$ cat config.mk
export PLATFORM = sky130hd
export DESIGN_NAME = truth_table_eval_flat
export DESIGN_NICKNAME = d
export VERILOG_FILES = /design/src/rtl/tt_pkg.sv /design/src/rtl/truth_table_eval_if.sv /design/src/rtl/tt_row_mem.sv /design/src/rtl/truth_table_eval.sv /design/src/flat_wrapper.sv
export SDC_FILE = /design/constraint.sdc
export NUM_CORES = 1
export LEC_CHECK = 0
export CORE_MARGIN = 4
export CORE_UTILIZATION = 45
export CTS_CLUSTER_SIZE = 25
export DETAILED_ROUTE_END_ITERATION = 7
export DONT_BUFFER_PORTS = 1
export GPL_TIMING_DRIVEN = 0
export PLACE_DENSITY = 0.68
export RECOVER_POWER = 50
export REMOVE_ABC_BUFFERS = 1
export SLEW_MARGIN = 0
export SYNTH_ARGS = -nofsm -noshare
export SYNTH_HDL_FRONTEND = slang
export SYNTH_SLANG_ARGS = --single-unit
export TNS_END_PERCENT = 30
$ cat constraint.sdc
create_clock -name clk -period 1.7 [get_ports clk]
set_input_delay 0.34 -clock clk [delete_from_list [all_inputs] [get_ports clk]]
set_output_delay 0.34 -clock clk [all_outputs]
set_load 0.02 [all_outputs]
$ cat src/rtl/tt_pkg.sv
// Shared types and helpers for the runtime-programmable truth-table evaluator.
package tt_pkg;

  typedef enum logic {
    IDLE  = 1'b0,
    SWEEP = 1'b1
  } state_t;

  function automatic int rows(input int n);
    return 1 << n;
  endfunction

endpackage

$ cat src/rtl/truth_table_eval_if.sv
// Config, evaluation and result streams of the truth-table evaluator.
interface truth_table_eval_if #(
  parameter int N_IN  = 3,
  parameter int N_OUT = 1
);
  logic             cfg_valid;
  logic             cfg_ready;
  logic [N_IN-1:0]  cfg_addr;
  logic [N_OUT-1:0] cfg_data;
  logic             in_valid;
  logic             in_ready;
  logic [N_IN-1:0]  in_vec;
  logic             sweep_go;
  logic             out_valid;
  logic             out_ready;
  logic [N_OUT-1:0] out_vec;
  logic [N_IN-1:0]  out_addr;
  logic             out_prog;
  logic             out_last;
  logic             busy;

  modport master (
    output cfg_valid, cfg_addr, cfg_data, in_valid, in_vec, sweep_go, out_ready,
    input  cfg_ready, in_ready, out_valid, out_vec, out_addr, out_prog, out_last, busy
  );

  modport slave (
    input  cfg_valid, cfg_addr, cfg_data, in_valid, in_vec, sweep_go, out_ready,
    output cfg_ready, in_ready, out_valid, out_vec, out_addr, out_prog, out_last, busy
  );
endinterface

$ cat src/rtl/tt_row_mem.sv
// Truth-table storage: one write port, one async read port, plus a per-row
// "written since reset" bitmap. Only the bitmap is reset; row data is not.
module tt_row_mem
  import tt_pkg::*;
#(
  parameter int N_IN  = 3,
  parameter int N_OUT = 1
) (
  input  logic             clk,
  input  logic             rst,
  input  logic             we,
  input  logic [N_IN-1:0]  waddr,
  input  logic [N_OUT-1:0] wdata,
  input  logic [N_IN-1:0]  raddr,
  output logic [N_OUT-1:0] rdata,
  output logic             rprog
);
  localparam int ROWS = rows(N_IN);

  logic [N_OUT-1:0] tbl_q [ROWS];
  logic [ROWS-1:0]  prog_q;

  always_ff @(posedge clk) begin
    if (we) tbl_q[waddr] <= wdata;
  end

  always_ff @(posedge clk) begin
    if (rst)     prog_q <= '0;
    else if (we) prog_q[waddr] <= 1'b1;
  end

  assign rdata = tbl_q[raddr];
  assign rprog = prog_q[raddr];
endmodule

$ cat src/rtl/truth_table_eval.sv
// N_IN-input / N_OUT-output programmable truth table with a registered,
// backpressured result stream and a full-table sweep (dump) mode.
module truth_table_eval
  import tt_pkg::*;
#(
  parameter int               N_IN    = 3,
  parameter int               N_OUT   = 1,
  parameter logic [N_OUT-1:0] DEF_VAL = '0
) (
  input logic              clk,
  input logic              rst,
  truth_table_eval_if.slave bus
);
  localparam int              ROWS     = rows(N_IN);
  localparam logic [N_IN:0]   LAST_CNT = (N_IN+1)'(ROWS - 1);

  state_t           state_q, state_d;
  logic [N_IN:0]    cnt_q;
  logic             adv;
  logic             cfg_ready_c, in_ready_c, busy_c;
  logic             cfg_fire, in_fire, sweep_fire;
  logic [N_IN-1:0]  rd_addr;
  logic [N_OUT-1:0] rd_data;
  logic             rd_prog;

  logic             vld_p1;
  logic [N_OUT-1:0] vec_p1;
  logic [N_IN-1:0]  addr_p1;
  logic             prog_p1;
  logic             last_p1;

  assign adv = !vld_p1 || bus.out_ready;

  always_ff @(posedge clk) begin
    if (rst) state_q <= IDLE;
    else     state_q <= state_d;
  end

  always_comb begin
    state_d = state_q;
    case (state_q)
      IDLE:    if (bus.sweep_go && !bus.cfg_valid) state_d = SWEEP;
      SWEEP:   if (vld_p1 && bus.out_ready && last_p1) state_d = IDLE;
      default: state_d = IDLE;
    endcase
  end

  // A beat is only issued while cnt_q has not passed the last row, so the sweep never wraps.
  always_comb begin
    cfg_ready_c = !rst && (state_q == IDLE);
    in_ready_c  = !rst && (state_q == IDLE) && adv && !bus.cfg_valid && !bus.sweep_go;
    busy_c      = (state_q == SWEEP);
    sweep_fire  = !rst && (state_q == SWEEP) && adv && !cnt_q[N_IN];
  end

  assign cfg_fire = bus.cfg_valid && cfg_ready_c;
  assign in_fire  = bus.in_valid && in_ready_c;
  assign rd_addr  = (state_q == SWEEP) ? cnt_q[N_IN-1:0] : bus.in_vec;

  always_ff @(posedge clk) begin
    if (rst || state_q == IDLE) cnt_q <= '0;
    else if (sweep_fire)        cnt_q <= cnt_q + 1'b1;
  end

  tt_row_mem #(
    .N_IN  (N_IN),
    .N_OUT (N_OUT)
  ) u_mem (
    .clk   (clk),
    .rst   (rst),
    .we    (cfg_fire),
    .waddr (bus.cfg_addr),
    .wdata (bus.cfg_data),
    .raddr (rd_addr),
    .rdata (rd_data),
    .rprog (rd_prog)
  );

  // Stage p1: result register, advanced whenever it is empty or being drained.
  always_ff @(posedge clk) begin
    if (rst) begin
      vld_p1  <= 1'b0;
      vec_p1  <= '0;
      addr_p1 <= '0;
      prog_p1 <= 1'b0;
      last_p1 <= 1'b0;
    end else if (adv) begin
      vld_p1 <= in_fire || sweep_fire;
      if (in_fire || sweep_fire) begin
        vec_p1  <= rd_prog ? rd_data : DEF_VAL;
        addr_p1 <= rd_addr;
        prog_p1 <= rd_prog;
        last_p1 <= sweep_fire && (cnt_q == LAST_CNT);
      end
    end
  end

  assign bus.cfg_ready = cfg_ready_c;
  assign bus.in_ready  = in_ready_c;
  assign bus.busy      = busy_c;
  assign bus.out_valid = vld_p1;
  assign bus.out_vec   = vec_p1;
  assign bus.out_addr  = addr_p1;
  assign bus.out_prog  = prog_p1;
  assign bus.out_last  = last_p1;
endmodule

$ cat src/flat_wrapper.sv
// flat-port wrapper written by rule: the top's interface ports become plain ports
module truth_table_eval_flat import tt_pkg::*;
#(
  parameter int               N_IN    = 3,
  parameter int               N_OUT   = 1,
  parameter logic [N_OUT-1:0] DEF_VAL = '0
)
  (clk, rst, bus_cfg_valid, bus_cfg_addr, bus_cfg_data, bus_in_valid, bus_in_vec, bus_sweep_go, bus_out_ready, bus_cfg_ready, bus_in_ready, bus_out_valid, bus_out_vec, bus_out_addr, bus_out_prog, bus_out_last, bus_busy);
  truth_table_eval_if #(.N_IN(N_IN), .N_OUT(N_OUT)) bus_i ();
  input logic clk;
  input logic rst;
  input wire logic [$bits(bus_i.cfg_valid)-1:0] bus_cfg_valid;
  input wire logic [$bits(bus_i.cfg_addr)-1:0] bus_cfg_addr;
  input wire logic [$bits(bus_i.cfg_data)-1:0] bus_cfg_data;
  input wire logic [$bits(bus_i.in_valid)-1:0] bus_in_valid;
  input wire logic [$bits(bus_i.in_vec)-1:0] bus_in_vec;
  input wire logic [$bits(bus_i.sweep_go)-1:0] bus_sweep_go;
  input wire logic [$bits(bus_i.out_ready)-1:0] bus_out_ready;
  output wire logic [$bits(bus_i.cfg_ready)-1:0] bus_cfg_ready;
  output wire logic [$bits(bus_i.in_ready)-1:0] bus_in_ready;
  output wire logic [$bits(bus_i.out_valid)-1:0] bus_out_valid;
  output wire logic [$bits(bus_i.out_vec)-1:0] bus_out_vec;
  output wire logic [$bits(bus_i.out_addr)-1:0] bus_out_addr;
  output wire logic [$bits(bus_i.out_prog)-1:0] bus_out_prog;
  output wire logic [$bits(bus_i.out_last)-1:0] bus_out_last;
  output wire logic [$bits(bus_i.busy)-1:0] bus_busy;
  assign bus_i.cfg_valid = bus_cfg_valid;
  assign bus_i.cfg_addr = bus_cfg_addr;
  assign bus_i.cfg_data = bus_cfg_data;
  assign bus_i.in_valid = bus_in_valid;
  assign bus_i.in_vec = bus_in_vec;
  assign bus_i.sweep_go = bus_sweep_go;
  assign bus_i.out_ready = bus_out_ready;
  assign bus_cfg_ready = bus_i.cfg_ready;
  assign bus_in_ready = bus_i.in_ready;
  assign bus_out_valid = bus_i.out_valid;
  assign bus_out_vec = bus_i.out_vec;
  assign bus_out_addr = bus_i.out_addr;
  assign bus_out_prog = bus_i.out_prog;
  assign bus_out_last = bus_i.out_last;
  assign bus_busy = bus_i.busy;
  truth_table_eval #(.N_IN(N_IN), .N_OUT(N_OUT), .DEF_VAL(DEF_VAL)) u_core (.clk(clk), .rst(rst), .bus(bus_i));
endmodule
# Word-level counts from Yosys, hierarchy flattened

Memory sizes are Yosys's and may differ from the RTL's.
Cells that the tools add are included.

Add/subtract/negate cells: 1
Reduce and logical (&&, ||, !) cells: 23
Shift-type cells: 0
Div/mod/pow operators: 0
Multiply operators: 0
Multiplexer cells: 11
Bitwise logic cells: 2
Equality and inequality tests: 1
Magnitude comparators: 3

Operators with widths:

| cell                                                                   | count |
|---|---|
| 1-bit logical AND                                                      | 14 |
| 3-bit by 4-bit < comparator with 1-bit output (second input constant)  | 2 |
| 8-bit OR                                                               | 1 |
| 1-bit 2-to-1 mux                                                       | 7 |
| 1-bit zero test                                                        | 5 |
| 4-bit by 1-bit adder with 4-bit output (second input constant)         | 1 |
| 4-bit by 3-bit == test with 1-bit output (second input constant)       | 1 |
| 1-bit binary-select mux with 3-bit select                              | 1 |
| 1-bit demux with 3-bit select                                          | 1 |
| 3-bit by 1-bit >= comparator with 1-bit output (second input constant) | 1 |
| 1-bit logical OR                                                       | 3 |
| 3-bit 2-to-1 mux                                                       | 1 |
| 1-bit case mux with 2 select lines                                     | 1 |
| 2-bit AND reduction                                                    | 1 |
| 1-bit inverter                                                         | 1 |

Bits in writable memories: 8
Input bits: 13
Flip-flop bits (word level): 20
Output and inout bits: 10
Logic and storage cells: 50
Latch bits: 0
Memory bits (read-only): 0
Memories: 1

Memories:

| memory             | depth | width | rd ports | clocked after memory_dff | wr ports | line             | source |
|---|---|---|---|---|---|---|---|
| u_core.u_mem.tbl_q | 8     | 1     | 1        | 0                        | 1        | tt_row_mem.sv:20 | `logic [N_OUT-1:0] tbl_q [ROWS];` |

# Depth between registers and ports, before layout

Depth in word-level cells: 8
Mapped depth: 6

# Modules after synthesis

A second synthesis with hierarchy kept.

Cells, all modules: 119
Area total of the unflattened synthesis: 1,326.3 um2

By module, submodules not included:

| module           | area each (um2) | times used | cells each |
|---|---|---|---|
| tt_row_mem       | 713.2           | 1          | 56 |
| truth_table_eval | 613.1           | 1          | 63 |

# Worst setup path before layout

No wires, ideal clock.

Path kind: register -> register
Start: register u_core.state_q (netlist: u_core.bus.busy)
End: register u_core.vec_p1 (netlist: u_core.bus.out_vec)
Path slack: -0.829 ns
Arrival: 2.413 ns
Stages on the path, launching flop included: 7
Path buffers: 1
Library setup time: 0.116 ns
Required time: 1.584 ns
Cell sequence: dfxtp_1 > buf_6 > nor2_1 > nor4b_1 > a21o_1 > nor3b_1 > a31o_1

Cells in the longest elaborated chain, start to end: 8
Elaborated cells on any way between the ends: 16
Classes of those cells: mux (4); bitwise (1); reduce/logical (10); memory (1)

RTL lines:

| item                                 | line                   | source |
|---|---|---|
| start: declaration                   | truth_table_eval.sv:17 | `state_t state_q, state_d;` |
| start signal: assignment             | truth_table_eval.sv:36 | `else state_q <= state_d;` |
| 1-bit inverter                       | -                      |  |
| 1-bit logical AND                    | -                      |  |
| via bus_cfg_ready                    | flat_wrapper.sv:19     | `output wire logic [$bits(bus_i.cfg_ready)-1:0] bus_cfg_ready;` |
| 1-bit logical AND (3 in a row)       | truth_table_eval.sv:51 | `in_ready_c = !rst && (state_q == IDLE) && adv && !bus.cfg_valid && !bus.sweep_go;` |
| via bus_in_ready                     | flat_wrapper.sv:20     | `output wire logic [$bits(bus_i.in_ready)-1:0] bus_in_ready;` |
| 1-bit logical AND                    | truth_table_eval.sv:57 | `assign in_fire = bus.in_valid && in_ready_c;` |
| 1-bit logical OR                     | truth_table_eval.sv:89 | `if (in_fire \|\| sweep_fire) begin` |
| 2-bit AND reduction (no source line) | -                      |  |
| end signal: assignment               | truth_table_eval.sv:90 | `vec_p1 <= rd_prog ? rd_data : DEF_VAL;` |
| end: declaration                     | truth_table_eval.sv:27 | `logic [N_OUT-1:0] vec_p1;` |

The timed path passes the listed nets, and every way through them passes these cells. The select of a mux whose other input is x is not followed.
A chain may end at the register's enable or synchronous reset.

# Worst setup path after layout

Start: register u_core.state_q (netlist: u_core.bus.busy)
End: register u_core.vec_p1 (netlist: u_core.bus.out_vec)

Cells in the longest elaborated chain, start to end: 8
Elaborated cells on any way between the ends: 16
Classes of those cells: mux (4); bitwise (1); reduce/logical (10); memory (1)

RTL lines:

| item |
|---|
| branches (longest 8 deep; another with 3-bit 2-to-1 mux) |

Several ways; the timed one is not identified. The select of a mux whose other input is x is not followed.

==> impl_metrics.env <==
export IMPL_internal_power_uw=997.1
export IMPL_clkPwrFrac_pct=34.2
export IMPL_multi_input_comb_area_um2=565.5
export IMPL_antenna_left=0
export IMPL_critical_path_top_delay_family="multiplexers"
export IMPL_critical_path_arrival_ps=2160
export IMPL_regArea_um2=644.4
export IMPL_power_per_cell_area_nw_per_um2=938.7
export IMPL_drt_initial_drc_count=25
export IMPL_timing_hold_violations_final=0
export IMPL_clk_path_buf_depth=2
export IMPL_cp_required_ps=1940
export IMPL_syn_area_per_cell_um2=10.66
export IMPL_path_clk_slew_ps=150
export IMPL_place_ws_ps=-1265
export IMPL_hold_class="input pin to flop"
export IMPL_power_frac_seq_pct=57.0
export IMPL_antenna_found_initial=0
export IMPL_fmax_mhz=520.0
export IMPL_cp_cell_sequence="mux2_2 -> mux4_1 -> mux2_2 -> a31o_1"
export IMPL_crit_top_cell="mux2_2"
export IMPL_p_leak_uw=0.0004855
export IMPL_numCtsBuffers=3
export IMPL_critPathMaxFanout=7
export IMPL_overflow=0
export IMPL_slew_viol_final=0
export IMPL_dieArea_um2=3515
export IMPL_netSwitchingFraction_pct=21.47
export IMPL_cp_end_kind="flop"
export IMPL_slowest_delay_ps=480
export IMPL_status="finished with violations"
export IMPL_path_class="flop to flop"
export IMPL_place_gp_congestion=0.7760
export IMPL_synth_area_um2=1184
export IMPL_grt_pass1_wl_um=3615
export IMPL_firstDrtPassIters=2
export IMPL_diodes=0
export IMPL_die_h_um=59.29
export IMPL_start_kind="flop"
export IMPL_whs_endpoint="u_core.u_mem.prog_q[5]$_SDFFE_PP0P_"
export IMPL_drcViolationCount=0
export IMPL_p_switching_uw=272.5
export IMPL_io_buffer_count=0
export IMPL_synth_warnings=0
export IMPL_violations="negative setup slack"
export IMPL_wl_per_cell_um=15.05
export IMPL_core_um2=2500
export IMPL_die_w_um=59.29
export IMPL_totalWireLength_um=2228
export IMPL_dp_hpwl_um=1608
export IMPL_grt_pass1_vias=819
export IMPL_placed_area_um2=1201
export IMPL_cp_startpoint="u_core.bus.busy$_SDFF_PP0_"
export IMPL_crit_cells=4
export IMPL_final_net_count=133
export IMPL_cp_num_buf_inv=0
export IMPL_track_usage_pct=13.69
export IMPL_min_period_ps=1923
export IMPL_reg2reg_to="u_core.bus.out_vec$_SDFFE_PP0P_"
export IMPL_clkSinkCount=28
export IMPL_slew_headroom_pct=67.37
export IMPL_stdcell_area_um2=1353
export IMPL_min_path_cells=1
export IMPL_ys_flop_type="dfxtp_1"
export IMPL_skew_ps=3.897
export IMPL_htreeDepth=1
export IMPL_clk_latency_ps=330
export IMPL_setup_tns_ps=-953.8
export IMPL_fin_ws_ps=-223.2
export IMPL_p_total_uw=1270
export IMPL_hp_start="rst"
export IMPL_cts_tree="done"
export IMPL_rr_worst_depth=4
export IMPL_grt_max_degree=19
export IMPL_synth_cell_types=32
export IMPL_ctsHoldBuffers=0
export IMPL_ys_ff_latch=28
export IMPL_drv_cap=0
export IMPL_r2r_start="u_core.bus.busy$_SDFF_PP0_"
export IMPL_crit_slowest_cell="dfxtp_4"
export IMPL_yosysSeqAreaShare_pct=54.12
export IMPL_drive_gt1_share_pct=18.64
export IMPL_syn_inst=111
export IMPL_synth_edf_count=8
export IMPL_ys_async_sr_fraction_pct=0
export IMPL_rsz0062_at_grt="true"
export IMPL_start_util_pct=47.35
export IMPL_vias=818
export IMPL_reg2reg_setup_slack_ps=-220
export IMPL_fill_cells=234
export IMPL_setup_violations=8
export IMPL_period_share_pct=113.1
export IMPL_worstMarginPinSlew_ps=487.4
export IMPL_combPwrFrac_pct=8.8
export IMPL_ir_drop_v=0.0006417
export IMPL_root_buffer="clkbuf_4"
export IMPL_rows=18
export IMPL_via_per_inst=5.527
export IMPL_ios=23
export IMPL_syn_to_final_growth_pct=14.27
-- synth_stat cells, types with 2 or more instances --
cell type | instances | area, um2
mux2_2 | 3 | 33.78
nor2_1 | 33 | 123.9
nand2b_1 | 3 | 18.77
nor3_1 | 4 | 20.02
mux4_1 | 3 | 78.83
a21oi_1 | 4 | 20.02
edfxtp_1 | 8 | 240.2
nor3b_1 | 2 | 15.01
nand2_1 | 5 | 18.77
nand3_1 | 2 | 10.01
a211oi_1 | 2 | 15.01
dfxtp_1 | 20 | 400.4
mux2i_1 | 3 | 30.03
-- cells by family after synthesis --
logic type      count (synthesis)  share of synthesized area [%]
xor+xnor                        2                          1.480
compound gates                 12                          7.189
buf+inv                         4                          2.007
mux                            10                          13.32
simple gates                   54                          20.83
flops                          28                          54.12
fa+ha+maj                       1                          1.057
-- registers in the layout, indices dropped and copies added (netlist names) --
register              cells
u_core.bus.out_addr       3
u_core.u_mem.prog_q       8
u_core.bus.out_prog       1
u_core.bus.out_valid      1
u_core.bus.out_last       1
u_core.bus.busy           1
u_core.bus.out_vec        1
u_core.u_mem.tbl_q        8
u_core.cnt_q              4
-- timing repair --
item / CTS / global route
buffers inserted: 3 / 3
pin swaps: 4 / 0
resized for setup: 12 / 2
endpoints found under the setup margin: 21 / 8
-- worst reg2reg max path: cells and delay by family (launching register included) --
kind | cells | cell delay [ps]
muxes | 3 | 1160
AOI/OAI and AO/OA | 1 | 210
DFF | 1 | 480
-- power groups by stage --
stage / clock network [uW] / registers [uW] / logic (uW)
finish: 434 / 724 / 111
detailed placement: 0 / 739 / 84.4
floorplan: 0 / 735 / 70.6
CTS: 441 / 724 / 102
global route: 473 / 727 / 122
global placement: 0 / 738 / 82.6
-- per-layer routing --
layer / wire (um) / global-route usage [%]
met1: 968 / 16.80
met2: 1100 / 22.62
met3: 139 / 4.793
met4: 20 / 3.883
met5: 0 / 0
-- worst max path at each step --
| stage | end | slack (ps) |
|---|---|---|
| 2_1_floorplan | u_core.bus.out_vec$_SDFFE_PP0P_ | -800 |
| 3_3_place_gp | u_core.bus.out_last$_SDFFE_PP0P_ | -1180 |
| 3_5_place_dp | u_core.bus.out_last$_SDFFE_PP0P_ | -1260 |
| 4_1_cts | u_core.bus.out_vec$_SDFFE_PP0P_ | -230 |
| 5_1_grt | bus_in_ready | -310 |
| 6_report | u_core.bus.out_vec$_SDFFE_PP0P_ | -220 |
-- placed cells by master, fill, tap and decap left out, types with 2 or more instances in the layout --
master | netlist | layout
a21oi_1 | 4 | 4
buf_4 | 0 | 5
clkbuf_4 | 0 | 3
dfxtp_1 | 20 | 19
edfxtp_1 | 8 | 8
mux2_2 | 3 | 3
mux2i_1 | 3 | 2
mux4_1 | 3 | 3
nand2_1 | 5 | 5
nand2b_1 | 3 | 3
nand3_1 | 2 | 2
nor2_1 | 33 | 32
nor3_1 | 4 | 3
nor3_2 | 1 | 2
nor3b_1 | 2 | 2
-- cell type report --
class                           instances  share of cell area (%)
Sequential cell                        28                   47.64
Multi-Input combinational cell         79                   41.81
Timing Repair Buffer                    6                   3.608
Tap cell                               30                   2.775
Clock inverter                          1                   2.220
Clock buffer                            3                   1.665
Inverter                                1                  0.2775
-- through the flow --
step / hold WS [ps] / instances / utilization, %
after floorplan: 409.1 / 108 / -
after detailed placement: 414.5 / 138 / 48.05
final: 53.74 / 148 / 54.10
after CTS: 48.78 / 145 / 52.95
after global placement: 412.4 / 138 / 48.05
after global routing: 22.55 / 148 / 54.10
(Power assumes the default switching activity.)
